File: src/rtl/conv2d_stream_layer_if.sv
// rtl/conv2d_stream_layer_if.sv - coefficient, pixel and result streams of one convolution layer
interface conv2d_stream_layer_if #(
    parameter int IN_W  = 4,
    parameter int FLT_W = 4,
    parameter int RES_W = 14
);
    logic             flt_valid;
    logic [FLT_W-1:0] flt_data;
    logic             flt_ready;
    logic             pix_valid;
    logic [IN_W-1:0]  pix_data;
    logic             pix_ready;
    logic             res_valid;
    logic [RES_W-1:0] res_data;
    logic             res_last;
    logic             res_ready;

    modport slave (
        input  flt_valid, flt_data, pix_valid, pix_data, res_ready,
        output flt_ready, pix_ready, res_valid, res_data, res_last
    );

    modport master (
        output flt_valid, flt_data, pix_valid, pix_data, res_ready,
        input  flt_ready, pix_ready, res_valid, res_data, res_last
    );
endinterface

File: src/rtl/conv2d_stream_layer.sv
// rtl/conv2d_stream_layer.sv - KxK stride-1 valid convolution over a raster pixel stream
module conv2d_stream_layer #(
    parameter int IN_W      = 4,
    parameter int IN_SIGNED = 0,
    parameter int FLT_W     = 4,
    parameter int K         = 3,
    parameter int IMG_W     = 4,
    parameter int IMG_H     = 4,
    parameter int RES_W     = 14,
    parameter int RELU      = 0
) (
    input  logic                   clk,
    input  logic                   rst_n,
    input  logic                   start,
    input  logic                   reuse_flt,
    conv2d_stream_layer_if.slave   bus,
    output logic                   busy,
    output logic                   done
);
    localparam int NC = K * K;
    localparam int PW = IN_W + 1 + FLT_W;
    localparam int SW = PW + $clog2(NC);
    localparam int CW = ((SW > RES_W) ? SW : RES_W) + 1;
    localparam int XW = $clog2(IMG_W);
    localparam int YW = $clog2(IMG_H);
    localparam int NW = $clog2(NC);

    localparam logic [XW-1:0] COL_LAST = XW'(IMG_W - 1);
    localparam logic [YW-1:0] ROW_LAST = YW'(IMG_H - 1);
    localparam logic [XW-1:0] COL_WIN  = XW'(K - 1);
    localparam logic [YW-1:0] ROW_WIN  = YW'(K - 1);
    localparam logic [NW-1:0] C_LAST   = NW'(NC - 1);

    localparam logic signed [CW-1:0] RES_MAX = {{(CW-RES_W+1){1'b0}}, {(RES_W-1){1'b1}}};
    localparam logic signed [CW-1:0] RES_MIN = {{(CW-RES_W+1){1'b1}}, {(RES_W-1){1'b0}}};

    typedef enum logic [1:0] {IDLE, LOAD_FLT, STREAM, DRAIN} state_t;

    state_t                   state, state_nxt;
    logic [XW-1:0]            col;
    logic [YW-1:0]            row;
    logic [NW-1:0]            cidx;
    logic signed [FLT_W-1:0]  coef    [NC];
    logic signed [IN_W:0]     lb      [K-1][IMG_W];
    logic signed [IN_W:0]     win     [K][K];
    logic signed [IN_W:0]     win_nxt [K][K];
    logic signed [IN_W:0]     colv    [K];
    logic signed [IN_W:0]     pix_x;
    logic signed [PW-1:0]     prod    [NC];
    logic signed [SW-1:0]     sum;
    logic signed [CW-1:0]     sum_x, clip;
    logic                     s1_valid, s1_last;
    logic                     res_valid_q, res_last_q;
    logic [RES_W-1:0]         res_data_q;
    logic                     advance, pix_ready_w, pix_acc, flt_acc, win_done, pix_last;

    assign advance       = !res_valid_q || bus.res_ready;
    assign pix_ready_w   = (state == STREAM) && advance;
    assign pix_acc       = bus.pix_valid && pix_ready_w;
    assign flt_acc       = bus.flt_valid && (state == LOAD_FLT);
    assign win_done      = (row >= ROW_WIN) && (col >= COL_WIN);
    assign pix_last      = (row == ROW_LAST) && (col == COL_LAST);
    assign pix_x         = (IN_SIGNED != 0) ? {bus.pix_data[IN_W-1], bus.pix_data}
                                            : {1'b0, bus.pix_data};

    assign bus.flt_ready = (state == LOAD_FLT);
    assign bus.pix_ready = pix_ready_w;
    assign bus.res_valid = res_valid_q;
    assign bus.res_data  = res_data_q;
    assign bus.res_last  = res_last_q;
    assign busy          = (state != IDLE);

    // The incoming pixel joins the K-1 buffered pixels above it to form the new window column.
    always_comb begin
        for (int r = 0; r < K - 1; r++) begin
            colv[r] = lb[r][col];
        end
        colv[K-1] = pix_x;
        for (int r = 0; r < K; r++) begin
            for (int c = 0; c < K - 1; c++) begin
                win_nxt[r][c] = win[r][c+1];
            end
            win_nxt[r][K-1] = colv[r];
        end
    end

    always_ff @(posedge clk) begin
        if (pix_acc) begin
            for (int r = 0; r < K - 1; r++) begin
                lb[r][col] <= colv[r+1];
            end
            win <= win_nxt;
            for (int r = 0; r < K; r++) begin
                for (int c = 0; c < K; c++) begin
                    prod[r*K+c] <= PW'(win_nxt[r][c]) * PW'(coef[r*K+c]);
                end
            end
        end
    end

    // ReLU acts on the full-width sum, before saturation to the output range.
    always_comb begin
        sum = '0;
        for (int i = 0; i < NC; i++) begin
            sum = sum + SW'(prod[i]);
        end
        sum_x = {{(CW-SW){sum[SW-1]}}, sum};
        if ((RELU != 0) && sum_x[CW-1]) begin
            clip = '0;
        end else if (sum_x > RES_MAX) begin
            clip = RES_MAX;
        end else if (sum_x < RES_MIN) begin
            clip = RES_MIN;
        end else begin
            clip = sum_x;
        end
    end

    always_ff @(posedge clk or negedge rst_n) begin
        if (!rst_n) begin
            s1_valid    <= 1'b0;
            s1_last     <= 1'b0;
            res_valid_q <= 1'b0;
            res_last_q  <= 1'b0;
            res_data_q  <= '0;
        end else if (advance) begin
            s1_valid    <= pix_acc && win_done;
            s1_last     <= pix_acc && pix_last;
            res_valid_q <= s1_valid;
            res_last_q  <= s1_valid && s1_last;
            if (s1_valid) begin
                res_data_q <= clip[RES_W-1:0];
            end
        end
    end

    always_ff @(posedge clk or negedge rst_n) begin
        if (!rst_n) begin
            state <= IDLE;
            col   <= '0;
            row   <= '0;
            cidx  <= '0;
            for (int i = 0; i < NC; i++) begin
                coef[i] <= '0;
            end
        end else begin
            state <= state_nxt;
            if (flt_acc) begin
                coef[cidx] <= bus.flt_data;
                cidx       <= (cidx == C_LAST) ? '0 : cidx + 1'b1;
            end
            if (pix_acc) begin
                if (col == COL_LAST) begin
                    col <= '0;
                    row <= (row == ROW_LAST) ? '0 : row + 1'b1;
                end else begin
                    col <= col + 1'b1;
                end
            end
        end
    end

    always_comb begin
        state_nxt = state;
        done      = 1'b0;
        case (state)
            IDLE: begin
                if (start) begin
                    state_nxt = reuse_flt ? STREAM : LOAD_FLT;
                end
            end
            LOAD_FLT: begin
                if (flt_acc && (cidx == C_LAST)) begin
                    state_nxt = STREAM;
                end
            end
            STREAM: begin
                if (pix_acc && pix_last) begin
                    state_nxt = DRAIN;
                end
            end
            DRAIN: begin
                if (res_valid_q && res_last_q && bus.res_ready) begin
                    done      = 1'b1;
                    state_nxt = IDLE;
                end
            end
            default: state_nxt = IDLE;
        endcase
    end
endmodule

File: src/flat_wrapper.sv
// flat-port wrapper written by rule: the top's interface ports become plain ports
module conv2d_stream_layer_flat 
#(
    parameter int IN_W      = 4,
    parameter int IN_SIGNED = 0,
    parameter int FLT_W     = 4,
    parameter int K         = 3,
    parameter int IMG_W     = 4,
    parameter int IMG_H     = 4,
    parameter int RES_W     = 14,
    parameter int RELU      = 0
)
  (clk, rst_n, start, reuse_flt, busy, done, bus_flt_valid, bus_flt_data, bus_pix_valid, bus_pix_data, bus_res_ready, bus_flt_ready, bus_pix_ready, bus_res_valid, bus_res_data, bus_res_last);
  conv2d_stream_layer_if #(.IN_W(IN_W), .FLT_W(FLT_W), .RES_W(RES_W)) bus_i ();
  input  logic clk;
  input  logic rst_n;
  input  logic start;
  input  logic reuse_flt;
  output logic busy;
  output logic done;
  input wire logic [$bits(bus_i.flt_valid)-1:0] bus_flt_valid;
  input wire logic [$bits(bus_i.flt_data)-1:0] bus_flt_data;
  input wire logic [$bits(bus_i.pix_valid)-1:0] bus_pix_valid;
  input wire logic [$bits(bus_i.pix_data)-1:0] bus_pix_data;
  input wire logic [$bits(bus_i.res_ready)-1:0] bus_res_ready;
  output wire logic [$bits(bus_i.flt_ready)-1:0] bus_flt_ready;
  output wire logic [$bits(bus_i.pix_ready)-1:0] bus_pix_ready;
  output wire logic [$bits(bus_i.res_valid)-1:0] bus_res_valid;
  output wire logic [$bits(bus_i.res_data)-1:0] bus_res_data;
  output wire logic [$bits(bus_i.res_last)-1:0] bus_res_last;
  assign bus_i.flt_valid = bus_flt_valid;
  assign bus_i.flt_data = bus_flt_data;
  assign bus_i.pix_valid = bus_pix_valid;
  assign bus_i.pix_data = bus_pix_data;
  assign bus_i.res_ready = bus_res_ready;
  assign bus_flt_ready = bus_i.flt_ready;
  assign bus_pix_ready = bus_i.pix_ready;
  assign bus_res_valid = bus_i.res_valid;
  assign bus_res_data = bus_i.res_data;
  assign bus_res_last = bus_i.res_last;
  conv2d_stream_layer #(.IN_W(IN_W), .IN_SIGNED(IN_SIGNED), .FLT_W(FLT_W), .K(K), .IMG_W(IMG_W), .IMG_H(IMG_H), .RES_W(RES_W), .RELU(RELU)) u_core (.clk(clk), .rst_n(rst_n), .start(start), .reuse_flt(reuse_flt), .bus(bus_i), .busy(busy), .done(done));
endmodule
File: config.mk
export PLATFORM = sky130hd
export DESIGN_NAME = conv2d_stream_layer_flat
export DESIGN_NICKNAME = d
export VERILOG_FILES = /design/src/rtl/conv2d_stream_layer_if.sv /design/src/rtl/conv2d_stream_layer.sv /design/src/flat_wrapper.sv
export SDC_FILE = /design/constraint.sdc
export NUM_CORES = 1
export LEC_CHECK = 0
export CAP_MARGIN = 40
export CORE_MARGIN = 4
export CORE_UTILIZATION = 55
export CTS_CLUSTER_SIZE = 40
export DETAILED_ROUTE_END_ITERATION = 16
export HOLD_SLACK_MARGIN = 0.02
export PLACE_DENSITY = 0.74
export SETUP_SLACK_MARGIN = 0.05
export SYNTH_ARGS = -nofsm -noshare
export SYNTH_HDL_FRONTEND = slang
export SYNTH_SLANG_ARGS = --single-unit
File: constraint.sdc
create_clock -name clk -period 6.7 [get_ports clk]
set_clock_uncertainty 0.2 [all_clocks]
set_input_delay 1.34 -clock clk [delete_from_list [all_inputs] [get_ports clk]]
set_output_delay 1.34 -clock clk [all_outputs]
set_load 0.01 [all_outputs]
; Yosys cells after proc, flatten, opt, wreduce, memory -nomap -nowiden
; Memories as Yosys holds them, arrays and structs flattened.
; Cells that the tools add are included.
; W data, S select, Z words.
[op_classes]
n_eq_ne = 10
n_reduce_logical = 20
n_bitwise = 2
n_addsub = 11
magnitude_cmp = 8
muxes = 27
n_mul = 9
[ops]
columns = operator, n
row1 = $mul A5 B4 Y9, 9
row2 = $add A13 B9 Y13, 6
row3 = $bwmux W36, 1
row4 = $mux W14, 2
row5 = $mux W5, 5
row6 = $bmux W5 S2, 2
row7 = $mux W20, 1
row8 = $demux W4 S4, 1
row9 = $gt A13 B14 Y1 const B, 1
row10 = $lt A13 B14 Y1 const B, 1
row11 = $mux W2, 7
row12 = $logic_and A1 B1 Y1, 13
row13 = $add A10 B9 Y11, 1
row14 = $add A9 B9 Y10, 1
row15 = $demux W5 S2, 1
row16 = $eq A2 B2 Y1 const B, 4
row17 = $mux W4, 2
row18 = $pmux W2 S4, 1
row19 = $ge A5 B5 Y1 const B, 1
row20 = $lt A5 B1 Y1 const B, 1
row21 = $not A4 Y5, 1
row22 = $add A2 B1 Y2 const B, 2
row23 = $add A4 B1 Y4 const B, 1
row24 = $eq A4 B4 Y1 const B, 1
row25 = 14 further kinds, 21
[word_totals]
n_memories = 2
elab_cells = 113
ff_bits = 92
mem_bits_rw = 121
out_inout_bits = 20
[memory_table]
columns = name, words, word_bits, read_ports, rd_clocked_by_memory_dff, write_ports, line
row1 = u_core.prod, 9, 9, 9, 0, 9, conv2d_stream_layer.sv:49  ; logic signed [PW-1:0] prod [NC];
row2 = u_core.lb, 2, 20, 2, 0, 2, conv2d_stream_layer.sv:44  ; logic signed [IN_W:0] lb [K-1][IMG_W];

; Logic depth before layout (Yosys ltp)
; An unclocked memory read counts as a cell.
[depth]
ltp_word = 12
ltp_mapped = 22
ltp_nobuf = 21

; Least setup slack after synthesis
; OpenSTA, ideal clock, no wires.
[synth_timing]
path_kind = register -> register
start = memory u_core.prod[0][1] in the netlist's numbering
end = register u_core.res_data_q[12], in the netlist u_core.bus.res_data[12]
setup_time_ns = 0.069
n_path_buf = 0
synth_period_minus_slack_ns = 5.682
setup_slack_ns = 1.018
stages_incl_launch_ff = 22
t_arrival_ns = 5.413
cell_sequence = edfxtp_1 fa_1 ha_1 inv_1 fa_1 nor2b_1 o21ai_0 a21oi_1 o41ai_1 xnor2_1 fa_1 inv_1 fa_1 fa_1 fa_1 inv_1 ha_1 a21oi_1 o21ai_0 or2_2 o31a_1 nand3_1
[synth_rtl]
columns = element, line
row1 = from (decl), conv2d_stream_layer.sv:49
row2 = to (signal assigned), conv2d_stream_layer.sv:132  ; res_data_q <= clip[RES_W-1:0];
row3 = to (decl), conv2d_stream_layer.sv:54  ; logic [RES_W-1:0] res_data_q;

==> impl_metrics.json <==
{
  "status": "complete, no violations",
  "dpl_cell_area_um2": 15080,
  "slew_violations": 0,
  "die_area_um2": 28600,
  "tightest_slew_ps": 809.0,
  "grt_pass1_wl_um": 45380,
  "fin_cells": 1621,
  "post-cts-setup-buffer-count": 0,
  "tns_ps": 0,
  "ant_nets": 0,
  "num_vias": 8520,
  "drt-pass1-iter-count": 4,
  "cts_tree": "yes",
  "grt_usage_pct": 19.94,
  "port_buffers": 34,
  "drc_errors": 0,
  "fmax_mhz": 166.7,
  "clk_latency_ps": 530,
  "syn_area_um2": 14280,
  "cts-root-buf": "clkbuf_16",
  "async_flop_share_pct": 31.84,
  "syn_avg_cell_area_um2": 11.72,
  "die_w_um": 169.1,
  "start_util_pct": 56.37,
  "routed.top_layer": "met5",
  "yosysWarnings": 0,
  "critPathKind": "register to register",
  "synth_fp_nets": 1532,
  "ioPinCount": 35,
  "final_common_cell": "inv_1",
  "wl_per_cell_um": 16.66,
  "antenna_found_initial": 2,
  "wl_met2_um": 12870,
  "overflow": 0,
  "synth_flop_cell": "edfxtp_1",
  "num_rows": 58,
  "end_kind": "register",
  "drv_cap": 0,
  "hold_viol_final": 0,
  "postCtsResizedCells": 0,
  "grt_pass1_vias": 8910,
  "setup_violations": 0,
  "coreArea_um2": 25330,
  "cts_buffers": 23,
  "worst-path-max-fanout": 7,
  "area_growth_pct": 11.04,
  "placed_cells": 1580,
  "path_clk_slew_ps": 60,
  "viasPerCell": 5.256,
  "final_util_pct": 62.59,
  "arrival_ps": 6260,
  "wl_um": 27010,
  "finalInstanceArea_um2": 15850,
  "yosys.area.top_type_share_pct": 28.82,
  "synth_largest_area_cell": "edfxtp_1",
  "hpwlAfterDp_um": 21290,
  "ys_ff_latch": 201,
  "rsz0062_at_grt": "no",
  "ys_types": 49,
  "cp.required_ps": 6960,
  "h-tree-depth": 1,
  "place_congestion": 0.8505,
  "grt_max_degree": 69,
  "max-slew-margin-rel_pct": 45.94,
  "diodes": 0,
  "wl_met3_um": 1038,
  "first_iter_violations": 413,
  "hp-class": "register to register",
  "final_cell_mix": "inv_1 (243), ha_1 (191), edfxtp_1 (137), fa_1 (108), nand2_1 (95)",
  "wl_met1_um": 12190,
  "synth_seq_area_share_pct": 40.04,
  "finalCritPeriodShare_pct": 89.55,
  "cts_hold_buf": 0,
  "drive_gt1_share_pct": 6.971,
  "synth_edf_count": 137,
  "synthesis.instances": 1218,
  "cts.sinks": 201,
  "startpoint_type": "register",
  "synthTopCellsByArea": "edfxtp_1 (29%), ha_1 (17%), fa_1 (15%)",
  "min_period_ps": 6000,
  "nets": 1589,
  "die_y_um": 169.1,
  "clk_path_buf_depth": 3
}
synth_stat cells, types with 8 or more instances:
library cell and instances:
a21o_1 20, xnor2_1 48, nand2b_1 18, a21oi_1 39, mux2_2 33, edfxtp_1 137
nand2_1 95, nand3_1 10, fa_1 108, ha_1 191, o21bai_1 10, dfrtp_1 64
mux4_2 8, nor2_1 36, and2_1 74, o21ai_0 21, inv_1 243
worst max-delay path, stage by stage (launching register included):
cell      delay [ps]
edfxtp_1         400
fa_1             550
ha_1             170
inv_1             60
fa_1             400
nor2b_1          110
o21ai_0          110
a21oi_1          190
o41ai_1          100
xnor2_1          140
fa_1             490
inv_1             50
fa_1             520
fa_1             440
fa_1             510
inv_1             40
ha_1             360
a21oi_1          310
o21ai_0          160
or2_2            290
o31a_1           260
nand3_1           70
path summary, 6_finish.rpt:
check                                                   start                                  end  slack, ps  depth (start not counted)
max                               u_core.prod[0][1]$_DFFE_PP_  u_core.bus.res_data[12]$_DFFE_PN0P_        700                         21
min in group asynchronous                               rst_n  u_core.bus.res_data[13]$_DFFE_PN0P_        520                          2
max in group asynchronous                               rst_n           u_core.coef[8]$_DFFE_PN0P_       5230                          3
min                        u_core.bus.res_data[4]$_DFFE_PN0P_   u_core.bus.res_data[4]$_DFFE_PN0P_        280                          2
min reg2reg                u_core.bus.res_data[4]$_DFFE_PN0P_   u_core.bus.res_data[4]$_DFFE_PN0P_        280                          2
max reg2reg                       u_core.prod[0][1]$_DFFE_PP_  u_core.bus.res_data[12]$_DFFE_PN0P_        700                         21
final cells by class:
type                            instances  area, um2
Inverter                              243      912.1
Multi-Input combinational cell        767       7625
Sequential cell                       201       5715
Fill cell                            1973       9474
Clock buffer                           26      596.8
Tap cell                              330      412.9
Clock inverter                         15      177.7
Timing Repair Buffer                   39      412.9
per-stage QoR:
step / hold slack, ps / setup WS [ps]
4_1_cts: 283.7 / 695.6
2_1_floorplan: 247.8 / 1018
5_1_grt: 299.1 / 304.7
6_report: 279.3 / 700.3
3_5_place_dp: 269.9 / 696.8
3_3_place_gp: 263.1 / 805.4
logic make-up after synthesis:
group                      synth area share (%)
adders and majority gates                 31.88
and+or+nand+nor                           8.852
muxes                                     4.294
xor gates and xnor gates                  3.348
AOI/OAI and AO/OA                         4.996
buffers and inverters                     6.591
DFF                                       40.04
per-layer routing:
layer	up-vias	track usage, %
met5	-	0
met4	2	6.090
met3	57	2.826
met2	148	32.90
met1	4195	27.81
li1	4118	-
registers in the layout, indices dropped and copies added, names as in the netlist, 4 cells and up:
| register | count |
|---|---|
| u_core.prod | 81 |
| u_core.coef | 36 |
| u_core.lb | 32 |
| u_core.win | 24 |
| u_core.bus.res_data | 14 |
| u_core.cidx | 4 |
Power is left out: the tool's default activity adds up to more than one toggle a clock period on the data nets, which glitch-free logic cannot reach.
